$ cat src/rtl/tdm_arb_pkg.sv
// Shared types and defaults for the TDM slot arbiter.
// Pure declarations, no logic; no flow control of its own.
package tdm_arb_pkg;

    localparam int NUM_SLOTS_DEF = 3;
    localparam int SLOT_W_DEF    = 2;
    localparam int DATA_W_DEF    = 8;
    localparam int MISS_W_DEF    = 8;

    typedef enum logic {
        IDLE = 1'b0,
        HOLD = 1'b1
    } state_t;

    // A slot number is usable only when it names an existing requester.
    function automatic logic slot_legal(input logic [31:0] slot, input logic [31:0] num_slots);
        return slot < num_slots;
    endfunction

endpackage

$ cat src/rtl/sat_counter.sv
// Saturating up-counter: +1 per cycle with inc high, sticks at all-ones.
// Latency: count updates on the edge after inc; no backpressure (always accepts inc).
module sat_counter #(
    parameter int W = 8
) (
    input  logic         clk,
    input  logic         reset,
    input  logic         inc,
    output logic [W-1:0] count
);

    always_ff @(posedge clk) begin
        if (reset) begin
            count <= '0;
        end else if (inc && (count != {W{1'b1}})) begin
            count <= count + 1'b1;
        end
    end

endmodule

$ cat src/rtl/tdm_slot_arbiter.sv
// TDM arbiter: grants the output register to the owner of the current slot.
// Latency: eligible slot at edge N -> out_valid and gnt pulse after edge N.
// Backpressure: output held while !out_ready; eligible slots lost are counted.
// Embedded assertions/cover enabled by defining TDM_ARB_FORMAL_CHECKS_EN.
module tdm_slot_arbiter
    import tdm_arb_pkg::*;
#(
    parameter int NUM_SLOTS = NUM_SLOTS_DEF,
    parameter int SLOT_W    = SLOT_W_DEF,
    parameter int DATA_W    = DATA_W_DEF,
    parameter int MISS_W    = MISS_W_DEF
) (
    input  logic                        clk,
    input  logic                        reset,
    input  logic                        slot_valid,
    input  logic [SLOT_W-1:0]           slot,
    input  logic [NUM_SLOTS-1:0]        req,
    input  logic [NUM_SLOTS*DATA_W-1:0] data,
    output logic [NUM_SLOTS-1:0]        gnt,
    output logic                        out_valid,
    input  logic                        out_ready,
    output logic [DATA_W-1:0]           out_data,
    output logic [SLOT_W-1:0]           out_slot,
    output logic [MISS_W-1:0]           miss_cnt,
    output logic                        err_slot
);

    state_t                 state;
    state_t                 state_nxt;
    logic                   legal;
    logic                   eligible;
    logic                   free;
    logic                   capture;
    logic                   miss_inc;
    logic [NUM_SLOTS-1:0]   sel_onehot;
    logic [DATA_W-1:0]      sel_data;

    // Decode the slot once: onehot owner and that owner's payload.
    always_comb begin
        sel_onehot = '0;
        sel_data   = '0;
        for (int i = 0; i < NUM_SLOTS; i++) begin
            if (slot == SLOT_W'(i)) begin
                sel_onehot[i] = 1'b1;
                sel_data      = data[i*DATA_W +: DATA_W];
            end
        end
    end

    assign legal     = slot_legal(32'(slot), 32'(NUM_SLOTS));
    assign eligible  = slot_valid && legal && (|(sel_onehot & req));
    assign out_valid = (state == HOLD);
    assign free      = !out_valid || out_ready;
    assign capture   = eligible && free;
    assign miss_inc  = eligible && !free;

    always_comb begin
        state_nxt = state;
        case (state)
            IDLE: begin
                if (capture) begin
                    state_nxt = HOLD;
                end
            end
            HOLD: begin
                // A completing transfer either refills back-to-back or empties.
                if (out_ready) begin
                    state_nxt = capture ? HOLD : IDLE;
                end
            end
            default: state_nxt = IDLE;
        endcase
    end

    always_ff @(posedge clk) begin
        if (reset) begin
            state    <= IDLE;
            gnt      <= '0;
            out_data <= '0;
            out_slot <= '0;
            err_slot <= 1'b0;
        end else begin
            state <= state_nxt;
            gnt   <= capture ? sel_onehot : '0;
            if (capture) begin
                out_data <= sel_data;
                out_slot <= slot;
            end
            if (slot_valid && !legal) begin
                err_slot <= 1'b1;
            end
        end
    end

    sat_counter #(
        .W (MISS_W)
    ) u_miss_cnt (
        .clk   (clk),
        .reset (reset),
        .inc   (miss_inc),
        .count (miss_cnt)
    );

`ifdef TDM_ARB_FORMAL_CHECKS_EN
    logic chk_armed = 1'b0;

    always_ff @(posedge clk) begin
        chk_armed <= 1'b1;
    end

    a_gnt_onehot0: assert property (@(posedge clk)
        chk_armed && !reset |-> $onehot0(gnt));

    for (genvar gi = 0; gi < NUM_SLOTS; gi++) begin : g_gnt_src
        a_gnt_src: assert property (@(posedge clk)
            chk_armed && !reset && gnt[gi] |->
                $past(req[gi]) && ($past(slot) == SLOT_W'(gi)));
    end

    a_hold_stable: assert property (@(posedge clk) disable iff (reset)
        chk_armed && out_valid && !out_ready |=>
            out_valid && $stable(out_data) && $stable(out_slot));

    a_miss_mono: assert property (@(posedge clk)
        chk_armed && !reset && !$past(reset) |-> miss_cnt >= $past(miss_cnt));

    a_err_sticky: assert property (@(posedge clk)
        chk_armed && !reset && !$past(reset) && $past(err_slot) |-> err_slot);

    c_b2b_all: cover property (@(posedge clk)
        chk_armed && !reset && gnt == NUM_SLOTS'(1)
        ##1 gnt == NUM_SLOTS'(2) ##1 gnt == NUM_SLOTS'(4));
`else
    // Checks compiled out; datapath and ports are unchanged.
`endif

endmodule

$ cat config.mk
export PLATFORM = sky130hd
export DESIGN_NAME = tdm_slot_arbiter
export DESIGN_NICKNAME = d
export VERILOG_FILES = /design/src/rtl/tdm_arb_pkg.sv /design/src/rtl/sat_counter.sv /design/src/rtl/tdm_slot_arbiter.sv
export SDC_FILE = /design/constraint.sdc
export NUM_CORES = 1
export LEC_CHECK = 0
export BUFFER_PORTS_ARGS = -buffer_cell sky130_fd_sc_hd__clkbuf_2
export CAP_MARGIN = 10
export CORE_ASPECT_RATIO = 0.9
export CORE_MARGIN = 2
export CORE_UTILIZATION = 45
export DETAILED_ROUTE_END_ITERATION = 12
export PLACE_DENSITY = 0.78
export SETUP_SLACK_MARGIN = 0.3
export SLEW_MARGIN = 40
export SYNTH_ARGS = -nofsm -noshare
export SYNTH_HDL_FRONTEND = slang
export SYNTH_HIERARCHICAL = 1
export SYNTH_SLANG_ARGS = --single-unit
export TNS_END_PERCENT = 5
$ cat constraint.sdc
create_clock -name clk -period 2.4 [get_ports clk]
set_input_delay 0.24 -clock clk [delete_from_list [all_inputs] [get_ports clk]]
set_output_delay 0.24 -clock clk [all_outputs]
set_load 0.03 [all_outputs]
==> results of run 1 <==
[cell usage after synthesis, types with 2 or more instances]
cell type | n | share of area, %
buf_6 | 2 | 1.9
o21bai_1 | 2 | 1.3
buf_2 | 2 | 0.84
nor3_1 | 10 | 4.2
nand4_1 | 2 | 1.1
nand3_1 | 4 | 1.7
a2111oi_0 | 8 | 5.9
nor2_1 | 13 | 4.1
dfxtp_1 | 23 | 39
nand2_1 | 8 | 2.5
mux2i_1 | 10 | 8.4
inv_1 | 2 | 0.63
clkbuf_1 | 2 | 0.63
a21oi_1 | 15 | 6.3
nand2b_1 | 2 | 1.1
and4_1 | 3 | 2.2
a211oi_1 | 2 | 1.3
nor2b_1 | 2 | 1.1
a31oi_1 | 2 | 1.1
[layout make-up]
cell class / instances / area [um^2] / share of cell area, %
Multi-Input combinational cell: 101 / 676 / 45.2
Sequential cell: 23 / 460 / 30.8
Timing Repair Buffer: 57 / 290 / 19.4
Tap cell: 28 / 35.0 / 2.34
Clock buffer: 4 / 26.3 / 1.76
Inverter: 2 / 7.51 / 0.502
[worst paths after layout]
check | start | to | slack [ps] | depth (start not counted)
worst min register to register | out_slot[0] | out_slot[0] | 480 | 2
worst max-delay path | slot[1] | u_miss_cnt/count[3] | 690 | 8
worst max register to register | out_valid | u_miss_cnt/count[3] | 910 | 5
worst min-delay path | req[2] | gnt[2] | 170 | 3
[critical path, delay by kind of cell]
kind / cells / cell delay, ps
multiplexers: 1 / 170
AND/OR/NAND/NOR: 4 / 1040
buffers and inverters: 1 / 100
AO/OA/AOI/OAI: 2 / 410
[layer usage]
| metal | routed length, um | vias to the layer above | part of all wire (%) | track usage (%) |
|---|---|---|---|---|
| met5 | 0 | - | 0 | 0 |
| met4 | 39 | 0 | 1.3 | 6.98 |
| li1 | - | 615 | - | - |
| met3 | 149 | 5 | 5.0 | 4.20 |
| met2 | 1460 | 35 | 49 | 35.2 |
| met1 | 1330 | 555 | 45 | 22.8 |
[stage by stage]
step	hold WS (ps)	utilization, %	instances
final	174	60.1	215
after CTS	176	60.1	215
after global placement	463	59.0	211
after floorplan	312	-	133
after detailed placement	471	59.0	211
after global routing	175	60.1	215
[logic make-up after synthesis]
logic type               count (synthesis)  share of synthesized area, %
AO/OA/AOI/OAI                           38                          22.9
adder cells (fa/ha/maj)                  1                          1.05
buffers and inverters                    9                          4.62
flip-flops                              23                          38.7
multiplexers                            12                          10.6
AND/OR/NAND/NOR                         50                          22.2
[state kept, by name (all words and copies together), names as in the netlist]
signal            flops
out_data              8
u_miss_cnt/count      8
gnt                   3
out_slot              2
err_slot              1
out_valid             1
[where the power goes]
part	internal [mW]	switching, mW	total [mW]
clock network	0.0650	0.118	0.183
logic	0.0568	0.0895	0.146
registers	0.395	0.00686	0.402
total	0.517	0.214	0.731
==> impl_metrics.py, run 1 <==
metrics = {
    "power_and_ir_drop": {
        "design_power_total_mw": 0.731,
        "ir_worst_vdd_mv": 0.345,
        "leakagePower_nw": 0.673,
        "cellPowerDensity_nw_per_um2": 489,
    },
    "synth": {
        "syn_area_um2": 1190,
        "synth_edf_count": 0,
        "avgSynthCellArea_um2": 8.96,
        "ys_seq_elements": 23,
        "synth.net_count": 167,
        "ys_types": 38,
        "yosysSeqAreaShare_pct": 38.7,
        "yosys_warnings": 6,
        "ys_async_sr_fraction_pct": 0,
        "synth_ff_type": "dfxtp_1",
        "synth_cells": 133,
    },
    "detailed_routing": {
        "antenna_left": 0,
        "dr.pass1.iters": 4,
        "drcViolationCount": 0,
        "vias": 1210,
        "wl_um": 2980,
        "drt-vias-per-instance": 5.63,
        "wl_per_cell_um": 13.9,
        "first_iter_violations": 18,
    },
    "setup_path": {
        "cp_max_fo": 9,
        "cp_cell_sequence": "clkbuf_2 > mux2i_1 > o21ai_2 > nand2_1 > nor2_1 > nand4_1 > or3_2 > o21ai_1",
        "cp-start-kind": "input port",
        "slowest_delay_ps": 430,
        "required_ps": 2660,
        "cp-end-kind": "flop",
        "cp_slowest_cell": "or3_2",
        "cp_data_arrival_time_ps": 1970,
        "worstSetupPathType": "input port to flop",
    },
    "grt": {
        "grt_use_total_pct": 19.6,
        "antenna_found_initial": 0,
        "grt_pass1_vias": 1106,
        "grt_max_degree": 22,
        "grt.overflow.total": 0,
        "grt_first_pass_wirelength_um": 4640,
    },
    "timing": {
        "fmax_ghz": 0.585,
        "clock_skew_ps": 6.07,
        "hold_viol": 0,
        "min_period_over_period_pct": 71.3,
        "setup-tns-final_ps": 0,
        "drv_slew": 0,
        "timing.slew.headroom_pct": 66.1,
        "tightest_slew_ps": 508,
        "rsz0062_at_grt": "no",
        "finalCriticalPeriod_ps": 1710,
        "setup_violations": 0,
        "fin_ws_ps": 690,
    },
    "die": {
        "fp.coreArea_um2": 2490,
        "io_pins": 56,
        "start_util_pct": 47.9,
        "num_rows": 17,
        "die_w_um": 58.2,
        "die_area_um2": 3080,
        "die_h_um": 52.8,
    },
    "flow_run": {
        "cap_viol_max_count": 0,
    },
    "clock_network": {
        "htree_levels": 1,
        "clkTransAtPathRegs_ps": 130,
        "cts_root_buf": "clkbuf_4",
        "hold_buffers": 0,
        "cts_buffers": 3,
        "clock_latency_ps": 320,
        "cts_sinks": 23,
        "post_cts_buffers": 0,
        "cts.repair.resized": 0,
        "clockBufferDepth": 2,
        "cts_tree": "done",
    },
    "final_layout": {
        "final_area_um2": 1500,
        "n_antenna_cell": 0,
        "final_net_count": 222,
        "n_fill_cell": 210,
        "mostFrequentLayoutCells": "clkbuf_2, dfxtp_1, a21oi_1",
        "layout_commonest_cell": "clkbuf_2",
        "syn_to_final_growth_pct": 25.5,
        "drive_gt1_share_pct": 36.4,
    },
    "outcome": {
        "outcome": "completed",
    },
    "place": {
        "port_buffers": 55,
        "placed_cell_area_um2": 1470,
        "gp_congestion": 0.772,
        "post-place-ws_ps": 365,
        "dp_hpwl_um": 2240,
    },
    "hold_path": {
        "worst_hold_path_type": "input port to flop",
    },
}
Power figures use the tool's default switching activity.
==> run 2: changes to the inputs <==
CORE_UTILIZATION = 41   (was 45)
PLACE_DENSITY = 0.75   (was 0.78)
clock period = 1.5 ns   (was 2.4 ns; I/O delays follow)
==> impl_metrics.py, run 2 (synthesis results as in run 1) <==
metrics = {
    "detailed_routing": {
        "vias": 1280,
        "wl_um": 3200,
        "wl_per_cell_um": 13.4,
        "dr.pass1.iters": 4,
        "first_iter_violations": 49,
        "drcViolationCount": 0,
        "drt-vias-per-instance": 5.36,
        "antenna_left": 0,
    },
    "power_and_ir_drop": {
        "cellPowerDensity_nw_per_um2": 715,
        "swShare_pct": 29.6,
        "ir_worst_vdd_mv": 0.576,
        "power.internal_mw": 0.848,
        "seqPwrFrac_pct": 53.6,
        "leakagePower_nw": 0.744,
        "comb_power_share_pct": 22.5,
        "p_switching_mw": 0.356,
        "power.share.clock_pct": 23.9,
    },
    "clock_network": {
        "cts_sinks": 23,
        "htree_levels": 1,
        "cts_buffers": 3,
        "clockBufferDepth": 2,
        "cts_root_buf": "clkbuf_4",
        "cts_tree": "done",
        "clkTransAtPathRegs_ps": 120,
        "clock_latency_ps": 310,
    },
    "place": {
        "post-place-ws_ps": -76.0,
        "gp_congestion": 0.884,
        "port_buffers": 55,
        "dp_hpwl_um": 2500,
    },
    "grt": {
        "antenna_found_initial": 0,
        "grt_first_pass_wirelength_um": 5260,
        "grt_max_degree": 13,
        "grt_pass1_vias": 1182,
        "grt.overflow.total": 0,
        "grt_use_total_pct": 21.0,
    },
    "final_layout": {
        "n_fill_cell": 243,
        "largestRegisters": "out_data (8), u_miss_cnt/count (8), gnt (3)",
        "n_antenna_cell": 0,
        "mostFrequentLayoutCells": "clkbuf_2, dfxtp_1, a21oi_1",
        "final_net_count": 234,
        "drive_gt1_share_pct": 47.2,
        "syn_to_final_growth_pct": 41.5,
        "layout_commonest_cell": "clkbuf_2",
    },
    "timing": {
        "tightest_slew_ps": 577,
        "finalCriticalPeriod_ps": 1270,
        "timing.slew.headroom_pct": 61.5,
        "fmax_ghz": 0.787,
        "min_period_over_period_pct": 84.7,
        "clock_skew_ps": 1.22,
        "rsz0062_at_grt": "yes",
        "fin_ws_ps": 229,
        "drv_slew": 0,
        "setup-tns-final_ps": 0,
        "setup_violations": 0,
        "hold_viol": 0,
    },
    "die": {
        "num_rows": 18,
        "start_util_pct": 43.4,
        "die_w_um": 60.8,
        "die_h_um": 55.1,
        "fp.coreArea_um2": 2750,
        "io_pins": 56,
        "die_area_um2": 3350,
    },
    "setup_path": {
        "cp_data_arrival_time_ps": 1500,
        "worstRegToRegCells": 4,
        "worstSetupPathType": "input port to flop",
        "cp_max_fo": 5,
        "r2r_setup_slack_ps": 240,
        "reg2reg_to": "u_miss_cnt/count[0]",
        "timing.rr.start": "u_miss_cnt/count[1]",
        "cp-end-kind": "flop",
        "cp-start-kind": "input port",
        "required_ps": 1730,
    },
    "flow_run": {
        "cap_viol_max_count": 0,
    },
    "hold_path": {
        "hold_path_depth": 3,
        "hp-start": "req[2]",
        "worstHoldEndpoint": "gnt[2]",
        "worst_hold_path_type": "input port to flop",
    },
    "outcome": {
        "outcome": "completed",
    },
}
run 2: timing repair:
action,4_1_cts,5_1_grt
setup buffers,2,0
pin swaps,3,1
cloned,0,0
setup endpoints to repair,15,19
resized for setup,17,1
hold buffers,0,0
run 2: metrics by stage:
stage | util (%) | cells | hold slack, ps | area, um^2 | power (mW)
after floorplan | - | 133 | 222 | 1230 | 0.816
after global placement | 58.0 | 233 | 442 | 1590 | 0.909
after detailed placement | 58.0 | 233 | 443 | 1590 | 0.916
after CTS | 61.2 | 239 | 97.1 | 1680 | 1.21
after global routing | 61.3 | 239 | 106 | 1690 | 1.26
final | 61.3 | 239 | 105 | 1690 | 1.20
run 2: layout make-up:
type / count / area (um^2) / share of cell area (%)
clock buffers: 4 / 26.3 / 1.56
inverters: 2 / 7.51 / 0.445
multi-input cells: 101 / 757 / 44.9
flip-flops and latches: 23 / 464 / 27.5
well taps: 40 / 50.0 / 2.97
repair buffers: 69 / 380 / 22.6
run 2: worst max-delay path, cell delays in order:
cell and delay [ps]:
clkbuf_2 130, mux2i_4 210, o21ai_4 170, nand2_2 90, nor2_4 160, and4_1 270
a21oi_1 80, a311oi_1 230
run 2: how the worst max path moves through the flow:
stage	end	slack [ps]	startpoint	cells past startpoint
after floorplan	u_miss_cnt/count[0]	-40	slot[1]	7
after global placement	u_miss_cnt/count[7]	-10	slot[1]	8
after detailed placement	u_miss_cnt/count[7]	-80	slot[1]	8
after CTS	u_miss_cnt/count[0]	240	u_miss_cnt/count[1]	4
after global routing	u_miss_cnt/count[5]	170	slot[1]	8
final	u_miss_cnt/count[7]	230	slot[1]	8
run 2: power by group through the flow:
stage               Clock, mW  Sequential, mW  Combinational (mW)
finish                  0.288           0.645               0.271
detailed placement          0           0.657               0.259
global placement            0           0.656               0.252
global route            0.320           0.647               0.295
floorplan                   0           0.698               0.118
CTS                     0.296           0.645               0.272
run 2: layer usage:
| metal | vias up | track usage, % | share of wire [%] |
|---|---|---|---|
| li1 | 640 | - | - |
| met1 | 617 | 25.4 | 44 |
| met2 | 23 | 37.5 | 52 |
| met3 | 0 | 6.28 | 4.3 |
| met4 | 0 | 3.26 | 0 |
| met5 | - | 0 | 0 |
==> run 3: changes to the inputs <==
ABC_AREA = 1   (was not set)
CORE_UTILIZATION = 47   (was 41)
PLACE_DENSITY = 0.79   (was 0.75)
clock period = 1.3 ns   (was 1.5 ns; I/O delays follow)
==> impl_metrics.py, run 3 <==
metrics = {
    "synth": {
        "syn_area_um2": 1310,
        "synth_cells": 201,
        "synth_most_common_cell": "nand2_1",
        "yosys_warnings": 6,
        "ys_seq_elements": 23,
        "synth_ff_type": "dfxtp_1",
        "ys_types": 20,
        "synth_top_area_share_pct": 35.0,
        "synth.net_count": 235,
        "synth.largest_area_cell": "dfxtp_1",
        "avgSynthCellArea_um2": 6.54,
        "synth.area.top_cells": "dfxtp_1, nand2_1, nor2_1, nand3_1, inv_1",
        "synth_edf_count": 0,
        "ys_async_sr_fraction_pct": 0,
        "yosysSeqAreaShare_pct": 35.0,
        "synthTopCellsByCount": "nand2_1, nor2_1, dfxtp_1, inv_1, nand3_1",
    },
    "timing": {
        "min_period_over_period_pct": 86.5,
        "drv_slew": 0,
        "setup_violations": 0,
        "hold_viol": 0,
        "clock_skew_ps": 2.52,
        "finalCriticalPeriod_ps": 1120,
        "fin_hold_ws_ps": 70.8,
        "fmax_ghz": 0.890,
        "rsz0062_at_grt": "yes",
        "tightest_slew_ps": 287,
        "setup-tns-final_ps": 0,
        "timing.slew.headroom_pct": 80.7,
    },
    "detailed_routing": {
        "drcViolationCount": 0,
        "wl_per_cell_um": 10.5,
        "vias": 1417,
        "drt-vias-per-instance": 4.74,
        "wl_um": 3150,
        "dr.pass1.iters": 4,
        "antenna_left": 0,
        "first_iter_violations": 58,
    },
    "die": {
        "die_h_um": 54.2,
        "io_pins": 56,
        "die_w_um": 59.7,
        "fp.coreArea_um2": 2700,
        "start_util_pct": 48.6,
        "num_rows": 18,
        "die_area_um2": 3230,
    },
    "grt": {
        "grt_first_pass_wirelength_um": 5410,
        "grt_use_total_pct": 22.1,
        "grt.overflow.total": 0,
        "grt_max_degree": 24,
        "antenna_found_initial": 0,
        "grt_pass1_vias": 1326,
    },
    "power_and_ir_drop": {
        "leakagePower_nw": 0.966,
        "ir_worst_vdd_mv": 0.781,
        "cellPowerDensity_nw_per_um2": 737,
    },
    "final_layout": {
        "n_antenna_cell": 0,
        "multiInputGateArea_um2": 801,
        "largestRegisters": "out_data (8), u_miss_cnt/count (8), gnt (3)",
        "mostFrequentLayoutCells": "nand2_1, clkbuf_2, nor2_1",
        "n_fill_cell": 247,
        "syn_to_final_growth_pct": 40.8,
        "layout_commonest_cell": "nand2_1",
        "final_net_count": 304,
        "drive_gt1_share_pct": 42.0,
        "regArea_um2": 479,
    },
    "clock_network": {
        "cts_tree": "done",
        "clkTransAtPathRegs_ps": 120,
        "cts_buffers": 3,
        "htree_levels": 1,
        "cts_root_buf": "clkbuf_4",
        "clockBufferDepth": 2,
        "clock_latency_ps": 310,
        "cts_sinks": 23,
        "hold_buffers": 0,
    },
    "setup_path": {
        "worstRegToRegCells": 5,
        "path_common_cell": "nand2_1",
        "slowest_delay_ps": 380,
        "cp_max_fo": 3,
        "cp_cell_sequence": "ha_4 > nand2_1 > nor2_2 > nand2_1 > a21oi_1",
        "cp_slowest_cell": "dfxtp_2",
        "path_buf_inv": 0,
        "worstSetupPathType": "flop to flop",
        "required_ps": 1540,
        "cp-end-kind": "flop",
        "cp-start-kind": "flop",
        "r2r_setup_slack_ps": 180,
        "cp_data_arrival_time_ps": 1360,
        "reg2reg_to": "u_miss_cnt/count[6]",
        "timing.rr.start": "u_miss_cnt/count[1]",
        "path_delay_family": "flip-flops",
    },
    "hold_path": {
        "hp-start": "slot_valid",
        "worst_hold_path_type": "input port to flop",
        "hold_path_depth": 3,
        "worstHoldEndpoint": "err_slot",
    },
    "place": {
        "dp_hpwl_um": 2270,
        "gp_congestion": 0.825,
        "port_buffers": 55,
    },
    "outcome": {
        "outcome": "completed",
    },
    "flow_run": {
        "cap_viol_max_count": 0,
    },
}
[run 3: cell count changes in the layout (fill, tap and decap cells not counted), moves of 6 or more]
cell,before,now
mux2i_1,9,0
nor2_1,12,32
nand3_1,4,16
dfxtp_1,20,14
a21oi_1,15,6
inv_1,2,22
nor3_1,10,0
nand2_1,6,63
[run 3: repair_timing]
| action | CTS | global route |
|---|---|---|
| setup endpoints to repair | 36 | 44 |
| pin swaps | 1 | 9 |
| resized for setup | 19 | 15 |
| cloned | 1 | 0 |
| buffers inserted | 0 | 1 |
[run 3: area by class of cell]
class,instances,area share (%)
multi-input combinational,147,43.3
sequential,23,25.9
timing repair buffer,69,21.9
inverter,26,5.41
tap,30,2.03
clock buffer,4,1.42
[run 3: kinds of logic (layout without fill, tap and decap cells)]
group                      Yosys count  after routing  synth area share [%]
AOI/OAI and AO/OA                   10             10                  4.29
DFF                                 23             23                  35.0
buffers and inverters               32             99                  12.0
and+or+nand+nor                    135            136                  47.7
adders and majority gates            1              1                 0.952
[run 3: power breakdown]
group,switching (mW),internal [mW]
sequential,0.0128,0.724
combinational,0.178,0.119
clock,0.209,0.120
total,0.400,0.963
[run 3: worst max-delay path by stage]
stage                         from                  end  slack (ps)  cells past startpoint
2_1_floorplan              slot[1]  u_miss_cnt/count[3]          20                     12
3_3_place_gp               slot[1]  u_miss_cnt/count[4]         -20                      9
3_5_place_dp               slot[1]  u_miss_cnt/count[4]         -60                      9
4_1_cts                  out_valid  u_miss_cnt/count[4]         190                      7
5_1_grt        u_miss_cnt/count[1]  u_miss_cnt/count[6]         100                      5
6_report       u_miss_cnt/count[1]  u_miss_cnt/count[6]         180                      5
[run 3: metal layers]
layer	global-route usage, %	up-vias	wire length, um	share of wire [%]
li1	-	753	-	-
met1	26.6	622	1400	44
met2	38.9	40	1540	49
met3	5.29	2	170	5.4
met4	7.04	0	36	1.1
met5	0	-	0	0
[run 3: stage by stage]
| step | util [%] | cell area (um^2) | instances | power [mW] | setup slack [ps] |
|---|---|---|---|---|---|
| after global routing | 68.4 | 1850 | 299 | 1.44 | 95.7 |
| final | 68.4 | 1850 | 299 | 1.36 | 176 |
| after floorplan | - | 1350 | 201 | 0.948 | 17.0 |
| after CTS | 66.2 | 1790 | 298 | 1.38 | 192 |
| after global placement | 62.3 | 1680 | 293 | 1.05 | -19.6 |
| after detailed placement | 62.3 | 1680 | 293 | 1.05 | -55.1 |
[run 3: worst reg2reg max path, cell delays in order (launching register included)]
cell and delay, ps:
dfxtp_2 380, ha_4 170, nand2_1 140, nor2_2 160, nand2_1 70, a21oi_1 150
